==> src/rtl/wb_arbiter.sv <==
// Writeback arbiter: pipeline-priority merge of long-latency results onto the RF port.
// Define WB_ARBITER_BYPASS_EN to register an empty-FIFO result straight onto rgf_*.
module wb_arbiter #(
    parameter int FIFO_DEPTH = 2
) (
    input  logic        clk,
    input  logic        rst,
    input  logic        pipe_we,
    input  logic [4:0]  pipe_wn,
    input  logic [31:0] pipe_data,
    input  logic        lu_issue,
    input  logic [4:0]  lu_issue_rd,
    input  logic        lu_valid,
    input  logic [4:0]  lu_rd,
    input  logic [31:0] lu_data,
    output logic        lu_ready,
    input  logic [4:0]  dec_rs1,
    input  logic [4:0]  dec_rs2,
    input  logic [4:0]  dec_rd,
    output logic        hazard,
    output logic [31:0] busy,
    output logic        rgf_we,
    output logic [4:0]  rgf_wn,
    output logic [31:0] rgf_data
);
    localparam int AW = $clog2(FIFO_DEPTH);

    logic [4:0]    fifo_rd_q   [FIFO_DEPTH];
    logic [31:0]   fifo_data_q [FIFO_DEPTH];
    logic [AW-1:0] wptr_q, wptr_d, rptr_q, rptr_d;
    logic [AW:0]   cnt_q, cnt_d;
    logic [31:0]   busy_q, busy_d, clr_mask, set_mask;
    logic          rgf_we_q, rgf_we_d;
    logic [4:0]    rgf_wn_q, rgf_wn_d;
    logic [31:0]   rgf_data_q, rgf_data_d;
    logic          accept, push, pop, bypass, sel_valid;

    assign lu_ready = (cnt_q != (AW+1)'(FIFO_DEPTH)) && !rst;
    assign busy     = busy_q;
    assign rgf_we   = rgf_we_q;
    assign rgf_wn   = rgf_wn_q;
    assign rgf_data = rgf_data_q;

    assign hazard = ((dec_rs1 != 5'd0) && busy_q[dec_rs1])
                  | ((dec_rs2 != 5'd0) && busy_q[dec_rs2])
                  | ((dec_rd  != 5'd0) && busy_q[dec_rd]);

    always_comb begin
        accept = lu_valid && lu_ready;
        pop    = !pipe_we && (cnt_q != '0);
`ifdef WB_ARBITER_BYPASS_EN
        bypass = accept && !pipe_we && (cnt_q == '0);
`else
        bypass = 1'b0;
`endif
        push       = accept && !bypass;
        sel_valid  = 1'b0;
        rgf_wn_d   = '0;
        rgf_data_d = '0;
        clr_mask   = '0;
        set_mask   = '0;
        if (pipe_we) begin
            sel_valid  = 1'b1;
            rgf_wn_d   = pipe_wn;
            rgf_data_d = pipe_data;
        end else if (pop) begin
            sel_valid  = 1'b1;
            rgf_wn_d   = fifo_rd_q[rptr_q];
            rgf_data_d = fifo_data_q[rptr_q];
            clr_mask[fifo_rd_q[rptr_q]] = 1'b1;
        end else if (bypass) begin
            sel_valid  = 1'b1;
            rgf_wn_d   = lu_rd;
            rgf_data_d = lu_data;
            clr_mask[lu_rd] = 1'b1;
        end
        rgf_we_d = sel_valid && (rgf_wn_d != 5'd0);
        if (lu_issue) set_mask[lu_issue_rd] = 1'b1;
        // set applied after clear so a same-cycle reissue keeps the bit
        busy_d = ((busy_q & ~clr_mask) | set_mask) & ~32'd1;
        wptr_d = push ? wptr_q + AW'(1) : wptr_q;
        rptr_d = pop ? rptr_q + AW'(1) : rptr_q;
        cnt_d  = cnt_q;
        if (push && !pop) cnt_d = cnt_q + (AW+1)'(1);
        if (pop && !push) cnt_d = cnt_q - (AW+1)'(1);
    end

    always_ff @(posedge clk or posedge rst) begin
        if (rst) begin
            wptr_q     <= '0;
            rptr_q     <= '0;
            cnt_q      <= '0;
            busy_q     <= '0;
            rgf_we_q   <= 1'b0;
            rgf_wn_q   <= '0;
            rgf_data_q <= '0;
        end else begin
            wptr_q     <= wptr_d;
            rptr_q     <= rptr_d;
            cnt_q      <= cnt_d;
            busy_q     <= busy_d;
            rgf_we_q   <= rgf_we_d;
            rgf_wn_q   <= rgf_wn_d;
            rgf_data_q <= rgf_data_d;
        end
    end

    always_ff @(posedge clk) begin
        if (push) begin
            fifo_rd_q[wptr_q]   <= lu_rd;
            fifo_data_q[wptr_q] <= lu_data;
        end
    end
endmodule
==> config.mk <==
export PLATFORM = sky130hd
export DESIGN_NAME = wb_arbiter
export DESIGN_NICKNAME = d
export VERILOG_FILES = /design/src/rtl/wb_arbiter.sv
export SDC_FILE = /design/constraint.sdc
export NUM_CORES = 1
export LEC_CHECK = 0
export CAP_MARGIN = 20
export CORE_MARGIN = 8
export CORE_UTILIZATION = 31
export DETAILED_ROUTE_END_ITERATION = 7
export GPL_ROUTABILITY_DRIVEN = 1
export GPL_TIMING_DRIVEN = 1
export PLACE_DENSITY = 0.68
export RECOVER_POWER = 50
export SLEW_MARGIN = 40
export SYNTH_ARGS = -nofsm -noshare
export SYNTH_HDL_FRONTEND = slang
export SYNTH_SLANG_ARGS = --single-unit
==> constraint.sdc <==
create_clock -name clk -period 3 [get_ports clk]
set_clock_uncertainty 0.2 [all_clocks]
set_input_delay 0.3 -clock clk [delete_from_list [all_inputs] [get_ports clk]]
set_output_delay 0.3 -clock clk [all_outputs]
set_load 0.02 [all_outputs]
== Word-level counts from Yosys, hierarchy flattened ==
Memories as Yosys holds them, arrays and structs flattened.
Index checks and enable logic that the tools add are counted.
W data, S select, Z words.

* Bits in registers: 73
* RAM bits: 74
* Output and inout bits: 72
* Word-level logic and storage cells: 70
* Memories: 2

{| class="wikitable"
|+ Memory list
! name !! words !! bits a word !! rd ports !! clocked after Yosys merged registers in !! wr ports !! RTL line !! text
|-
| fifo_data_q || 2 || 32 || 1 || 0 || 1 || 29 || <nowiki>logic [31:0] fifo_data_q [FIFO_DEPTH];</nowiki>
|-
| fifo_rd_q || 2 || 5 || 1 || 0 || 1 || 28 || <nowiki>logic [4:0] fifo_rd_q [FIFO_DEPTH];</nowiki>
|}

* Add/subtract/negate cells: 4
* Order comparisons: 7
* Eq/ne operators: 1
* Muxes and demuxes: 23
* Bitwise operators: 5
* Reduce and logical (&&, ||, !) cells: 21

{| class="wikitable"
|+ Operator list
! kind !! number
|-
| $mux W32 || 5
|-
| $and A32 B32 Y32 || 1
|-
| $not A32 Y32 || 1
|-
| $or A32 B32 Y32 || 1
|-
| $lt A5 B6 Y1 const B || 5
|-
| $reduce_bool A5 Y1 || 4
|-
| $bmux W1 S5 || 3
|-
| $logic_and A1 B1 Y1 || 11
|-
| $demux W1 S5 || 2
|-
| $ge A5 B1 Y1 const B || 2
|-
| $mux W5 || 2
|-
| $mux W1 || 9
|-
| $logic_not A1 Y1 || 4
|-
| $mux W2 || 2
|-
| $reduce_bool A2 Y1 || 2
|-
| $add A1 B1 Y1 const B || 2
|-
| $add A2 B1 Y2 const B || 1
|-
| $ne A2 B2 Y1 const B || 1
|-
| $or A1 B1 Y1 || 2
|-
| $sub A2 B1 Y2 const B || 1
|}

== Logic depth before layout (Yosys ltp) ==
Gate-level depths: netlist (run 1).
An unclocked memory read counts as a cell.

* Depth after elaboration: 10
* Depth in mapped cells: 8
* Depth with buffers taken out: 7

== Least setup slack after synthesis (run 1) ==
Ideal clock, no wire load.

* Kind: register to register
* Start: register cnt_q[0]
* End: memory fifo_data_q[0][0], enable pin
* Data arrival time: 2.629 ns
* Data required time: 2.369 ns
* Setup slack: -0.260 ns
* Cell stages (with the launch flop): 5
* Path buffers: 0
* Path through: dfrtp_1 > inv_1 > a21oi_1 > nand2_1 > nor2_1

* Word-level cells in the longest chain between the ends: 5

{| class="wikitable"
|+ Ends and longest elaborated chain
! element !! RTL line !! text
|-
| from (decl) || 31 || <nowiki>logic [AW:0] cnt_q, cnt_d;</nowiki>
|-
| from (signal assigned) || 100 || <nowiki>cnt_q <= cnt_d;</nowiki>
|-
| $ne A2 B2 Y1 || 38 || <nowiki>assign lu_ready = (cnt_q != (AW+1)'(FIFO_DEPTH)) && !rst;</nowiki>
|-
| $logic_and A1 B1 Y1 || 38 ||
|-
| via lu_ready || 16 || <nowiki>output logic lu_ready,</nowiki>
|-
| $logic_and A1 B1 Y1 || 49 || <nowiki>accept = lu_valid && lu_ready;</nowiki>
|-
| $mux W1 || 109 || <nowiki>if (push) begin</nowiki>
|-
| $mux W1 (implied by the code) || 111 || <nowiki>fifo_data_q[wptr_q] <= lu_data;</nowiki>
|-
| to (decl) || 29 ||
|}

The timed path passes the listed nets, and every way through them passes these cells.

== Worst setup path in the final report (run 1) ==
* Start: input port dec_rs2[0]
* End: output port hazard

* Word-level cells in the longest chain between the ends: 5
* Elaborated cells between the ends (all ways): 6
* Those cells by class: 2 x mux; 2 x bitwise; 2 x reduce/logical

{| class="wikitable"
|+ Ends and longest elaborated chain
! element !! RTL line !! text
|-
| from (decl) || 18 || <nowiki>input logic [4:0] dec_rs2,</nowiki>
|-
| $bmux W1 S5 || 45 || <nowiki>| ((dec_rs2 != 5'd0) && busy_q[dec_rs2])</nowiki>
|-
| $mux W1 (implied by the code) || 45 ||
|-
| $logic_and A1 B1 Y1 * || 45 ||
|-
| $or A1 B1 Y1 * || 45 ||
|-
| $or A1 B1 Y1 * || 46 || <nowiki>| ((dec_rd != 5'd0) && busy_q[dec_rd]);</nowiki>
|-
| to (decl) || 20 || <nowiki>output logic hazard,</nowiki>
|}

Every way passes the cells marked *; elsewhere a longest branch is shown, timed or not. The select of a mux whose other input is x is not followed.

==> results of run 1 <==
## flip-flops by register name, summed over array words and instances (netlist names)
name,flops
fifo_rd_q,10
busy,31
rgf_wn,5
rptr_q,1
fifo_data_q,64
rgf_data,32
wptr_q,1
cnt_q,2
rgf_we,1
## per-stage QoR
step	hold WS, ns	TNS [ns]	utilization (%)	setup WS [ns]
3_5_place_dp	0.288	-0.241	42.1	-0.241
2_1_floorplan	0.199	0	-	0.346
6_report	0.228	0	45.1	0.129
3_3_place_gp	0.287	-0.182	42.1	-0.182
5_1_grt	0.219	0	45.1	0.0197
4_1_cts	0.115	0	45.2	0.116
## cell families after synthesis
family / count (synthesis) / share of synthesized area (%)
other: 1 / 0.0586
XOR/XNOR: 5 / 0.684
AO/OA/AOI/OAI: 121 / 10.3
flip-flops: 147 / 63.3
buffers and inverters: 32 / 3.07
adder cells (fa/ha/maj): 1 / 0.195
AND/OR/NAND/NOR: 106 / 8.37
multiplexers: 67 / 14.1
## cell type report
cell class,count,area (µm²)
Sequential cell,147,4050
Clock buffer,20,468
Timing Repair Buffer,198,1910
Clock inverter,12,151
Fill cell,1833,11100
Inverter,7,27.5
Multi-Input combinational cell,301,2160
Tap cell,270,338
Antenna cell,5,12.5
## cells in the final DEF, fill, tap and decap left out, types with 3 or more instances in the layout
| master | instances |
|---|---|
| or3b_2 | 3 |
| clkinv_2 | 4 |
| a221oi_1 | 3 |
| o21ai_0 | 71 |
| bufinv_16 | 3 |
| nand3b_1 | 9 |
| nor3b_1 | 3 |
| diode_2 | 5 |
| clkbuf_16 | 18 |
| clkdlybuf4s50_1 | 128 |
| nand2_1 | 53 |
| clkbuf_2 | 3 |
| xnor2_1 | 4 |
| nor2_1 | 9 |
| nand3_1 | 7 |
| nand4_1 | 4 |
| dfrtp_1 | 72 |
| nor2b_1 | 5 |
| dlygate4sd3_1 | 38 |
| mux2_2 | 3 |
| edfxtp_1 | 74 |
| mux4_1 | 3 |
| a21oi_1 | 4 |
| mux4_2 | 14 |
| inv_1 | 5 |
| buf_4 | 24 |
| mux2i_1 | 46 |
| o21ai_1 | 29 |
## worst max-delay path: stages
cell and delay (ns):
clkdlybuf4s50_1 0.46, buf_4 0.16, mux4_2 0.51, mux2i_1 0.18, o32ai_1 0.10, a311oi_1 0.21
nand4_1 0.11, dlygate4sd2_1 0.34
## path summary, 6_finish.rpt
path / end / cells past startpoint / slack [ns] / start
min reg2reg: cnt_q[1] / 1 / 0.30 / cnt_q[1]
min: rgf_data[27] / 3 / 0.23 / pipe_data[27]
min in group asynchronous: wptr_q / 2 / 0.52 / rst
max: hazard / 8 / 0.13 / dec_rs2[0]
max reg2reg: fifo_data_q[1][23] / 4 / 0.73 / cnt_q[0]
max in group asynchronous: busy[16] / 3 / 0.73 / rst
## cells in the mapped netlist (all sizes together) (2+ instances only)
library cell	instances	area, µm²
nand3b	9	67.6
nand4	4	25.0
inv	7	26.3
edfxtp	74	2220
nor3	2	10.0
nor2b	5	31.3
o311ai	3	26.3
nand3	7	35.0
nand4b	2	17.5
mux4	17	394
nor3b	3	22.5
a211o	2	17.5
or3b	3	26.3
a31oi	2	12.5
nor2	11	43.8
dfrtp	73	1830
xnor2	4	35.0
o22ai	2	12.5
o21ai	100	500
a221oi	3	26.3
clkbuf	11	71.3
nand2	53	199
buf	13	86.3
mux2	4	45.0
and4b	2	21.3
a21oi	4	20.0
mux2i	46	460
## power by group
group          switching, mW  internal (mW)
clock                  0.809           1.38
combinational           1.42           1.37
sequential             0.481           2.64
total                   2.71           5.39
## layer usage
layer,vias to the layer above,wire length [µm]
met1,2323,7670
li1,2197,-
met3,31,1970
met2,211,8350
met4,8,252
met5,-,43
## repair_timing
item	CTS	global route
pin swaps	0	0
setup endpoints to repair	1	1
resized for setup	2	1
==> flow_summary.json, run 1 <==
{
  "hold_viol": 0,
  "clkLatencyLatePin_ns": 0.41,
  "crit_required_ns": 2.50,
  "synthFlopType": "edfxtp_1",
  "slew_headroom_pct": 0.0650,
  "cts_tree": "done",
  "worstSetupPathType": "input pin to output port",
  "antenna_found_initial": 7,
  "fmax_ghz": 0.348,
  "grtUsageTotal_pct": 14.3,
  "cts_sinks": 147,
  "via_per_inst": 4.97,
  "vdd.ir_drop.worst_uv": 399,
  "ys_ff_latch": 147,
  "layout_min_cycle_time_ns": 2.87,
  "drc_errors": 0,
  "syn_area_um2": 6400,
  "maxSlewViolCount": 0,
  "arrival_ns": 2.37,
  "use_met3_pct": 6.53,
  "syn2layout_area_growth_pct": 42.5,
  "use_met1_pct": 17.3,
  "synth_area_per_cell_um2": 13.3,
  "use_met2_pct": 22.4,
  "busiest_layer": "met2",
  "ioPinCount": 171,
  "finalPower_mw": 8.10,
  "dp_cells": 923,
  "min_period_over_period_pct": 95.7,
  "violations": "capacitance limit",
  "place_hpwl_um": 13300,
  "gp_congestion": 0.865,
  "cp-start-kind": "input pin",
  "yosysWarnings": 0,
  "placed_area_um2": 8530,
  "setup_violations": 0,
  "tightestPinTransition_ns": 1.49,
  "stdcell_count": 960,
  "status": "finished with violations",
  "die_x_um": 160,
  "synth_edf_count": 74,
  "wirelength_um": 18300,
  "cts_hold_buf": 0,
  "initial_core_util_pct": 31.6,
  "rsz0062_at_grt": "no",
  "drtIter0Drc": 265,
  "clock_path_buffers": 2,
  "drive_above_1_share_pct": 12.8,
  "grt_pass1_vias": 4949,
  "seq_area_frac_synth_pct": 63.3,
  "maxCapViolations": 1,
  "post_cts_buffers": 0,
  "clkTransAtPathRegs_ns": 0.06,
  "htreeDepth": 4,
  "core_area_um2": 20200,
  "post-route-cell-area_um2": 9120,
  "grt_pass1_wl_um": 28500,
  "rows": 52,
  "vias": 4770,
  "fp.dieArea_um2": 25500,
  "die_y_um": 160,
  "grt_start_max_net_pins": 39,
  "netlist_instances": 480,
  "wl_per_cell_um": 19.0,
  "hp-class": "input pin to flop",
  "root_buffer": "clkbuf_16",
  "portBuffers": 169,
  "drt_first_pass_iters": 4,
  "synth_nets": 580,
  "power.density_nw_per_um2": 888,
  "end_kind": "output port",
  "postSynth.asyncResetShare_pct": 49.7,
  "cts_made_buffers": 17,
  "fin_nets": 772,
  "grt.overflow.total": 0,
  "ys_types": 51,
  "antenna_left": 0,
  "p_leak_nw": 3.49,
  "worstPathMaxFanout": 5
}
Power figures use the tool's default switching activity.
==> inputs of run 2 (changes only) <==
CORE_MARGIN = 4   (was 8)
PLACE_DENSITY = 0.66   (was 0.68)
clock period = 2.65 ns   (was 3 ns; I/O delays follow)
==> run 2 against run 1 <==
Effect of this change: register-to-register slack lost 0.31 ns; largest power group unchanged; first-iteration DRC count grew 23%; the flow now finishes without violations; clock-buffer cell count shrank 2.
==> flow_summary.json, run 2 (synthesized netlist as in run 1, its figures left out) <==
{
  "maxCapViolations": 0,
  "cts_tree": "done",
  "via_per_inst": 5.02,
  "wirelength_um": 18000,
  "setup-tns-final_ns": 0,
  "mostFrequentLayoutCells": "clkdlybuf4s50_1 (110), edfxtp_1 (74), o21ai_0 (68)",
  "gp_congestion": 0.950,
  "grtUsageTotal_pct": 15.8,
  "wl_per_cell_um": 18.6,
  "setup_violations": 0,
  "tightestPinTransition_ns": 1.36,
  "hold_viol": 0,
  "status": "finished, final reports clean",
  "regMostFlops": "fifo_data_q",
  "drc_errors": 0,
  "core_area_um2": 20300,
  "rows": 52,
  "antenna_left": 0,
  "fmax_ghz": 0.385,
  "mostFrequentLayoutCell": "clkdlybuf4s50_1",
  "grt_start_max_net_pins": 46,
  "die_x_um": 152,
  "grt.overflow.total": 0,
  "slew_headroom_pct": 8.64,
  "cp-start-kind": "flop",
  "die_y_um": 152,
  "clkLatencyLatePin_ns": 0.41,
  "cpLargestDelayFamily": "compound AO/OA/AOI/OAI gates",
  "drive_above_1_share_pct": 15.7,
  "vdd.ir_drop.worst_uv": 524,
  "cts_made_buffers": 17,
  "arrival_ns": 2.13,
  "antenna_found_initial": 4,
  "fin_nets": 787,
  "cp_num_buf_inv": 2,
  "cp_slowest_cell": "dfrtp_1",
  "fp.dieArea_um2": 23000,
  "post-route-cell-area_um2": 9240,
  "drt_first_pass_iters": 5,
  "power.density_nw_per_um2": 1000,
  "layout_min_cycle_time_ns": 2.60,
  "place_hpwl_um": 13300,
  "path_common_cell": "buf_4",
  "maxSlewViolCount": 0,
  "grt_pass1_vias": 5186,
  "cts_sinks": 147,
  "clock_path_buffers": 2,
  "placed_area_um2": 8610,
  "drtIter0Drc": 326,
  "end_kind": "output port",
  "worstSetupPathType": "flop to output port",
  "root_buffer": "clkbuf_16",
  "clkTransAtPathRegs_ns": 0.06,
  "htreeDepth": 4,
  "largest_reg_flops": 64,
  "crit_required_ns": 2.18,
  "min_period_over_period_pct": 98.1,
  "crit_chain": "buf_4, mux2_1, a221oi_1, a21oi_1, o22ai_1, nand4_1, buf_4",
  "pre_cts_slack_ns": -0.486,
  "grt_pass1_wl_um": 27800,
  "p_leak_nw": 3.56,
  "ioPinCount": 171,
  "initial_core_util_pct": 31.5,
  "worstPathMaxFanout": 3,
  "critPathMaxStageDelay_ns": 0.42,
  "hp-class": "input pin to flop",
  "rsz0062_at_grt": "yes",
  "utilization_pct": 45.5,
  "worst_slack_ns": 0.0507,
  "hold_ws_ns": 0.202,
  "vias": 4877,
  "portBuffers": 169,
  "syn2layout_area_growth_pct": 44.4
}
[run 2: cell count changes in the layout (fill, tap and decap cells not counted), sizes merged]
cell           change
clkbuf             -4
diode              -4
dlygate4sd3       +17
dlygate4sd2        +1
clkinv             +2
dlymetal6s2s       -1
clkdlybuf4s50     -18
buf               +18
[run 2: metal layers]
layer,GRT usage (%),routed length [µm],vias up
met1,19.6,7400,2392
met3,5.41,1600,35
li1,-,-,2218
met5,0,33,-
met4,5.88,402,6
met2,25.6,8590,226
[run 2: path summary, 6_finish.rpt]
kind,start,end,slack (ns),depth (start not counted)
max in group asynchronous,rst,busy[19],0.47,3
max,busy[12],hazard,0.05,7
min in group asynchronous,rst,rgf_wn[4],0.43,2
max reg2reg,cnt_q[0],rgf_we,0.42,6
min reg2reg,cnt_q[1],cnt_q[1],0.30,1
min,pipe_data[19],rgf_data[19],0.20,3
[run 2: through the flow]
step                      total power [mW]  instances
after CTS                             9.37        970
after global routing                  9.74        971
after global placement                6.81        933
after floorplan                       5.16        480
final                                 9.26        971
after detailed placement              6.91        933
[run 2: final cells by class]
cell class | count | area [µm²]
Antenna cell | 1 | 2.50
Clock buffer | 18 | 429
Clock inverter | 14 | 161
Fill cell | 1850 | 11100
Inverter | 7 | 27.5
Multi-Input combinational cell | 301 | 2170
Sequential cell | 147 | 4060
Tap cell | 270 | 338
Timing Repair Buffer | 213 | 2050
[run 2: tightest hold or removal path: cells and delay by family]
kind | cells | cell delay [ns]
buffers and inverters | 1 | 0.39
AND/OR/NAND/NOR | 1 | 0.06
AO/OA/AOI/OAI | 1 | 0.05
[run 2: power breakdown]
group	internal, mW	switching (mW)	total, mW	leakage (nW)
sequential	2.99	0.482	3.47	1.55
combinational	1.66	1.74	3.40	1.73
clock	1.47	0.914	2.39	0.283
total	6.13	3.14	9.26	3.56
[run 2: repair_timing]
item,4_1_cts,5_1_grt
pin swaps,2,2
resized for setup,11,7
endpoints found under the setup margin,1,1
hold buffers,0,0
endpoints found under the hold margin,0,0
buffers inserted,5,0
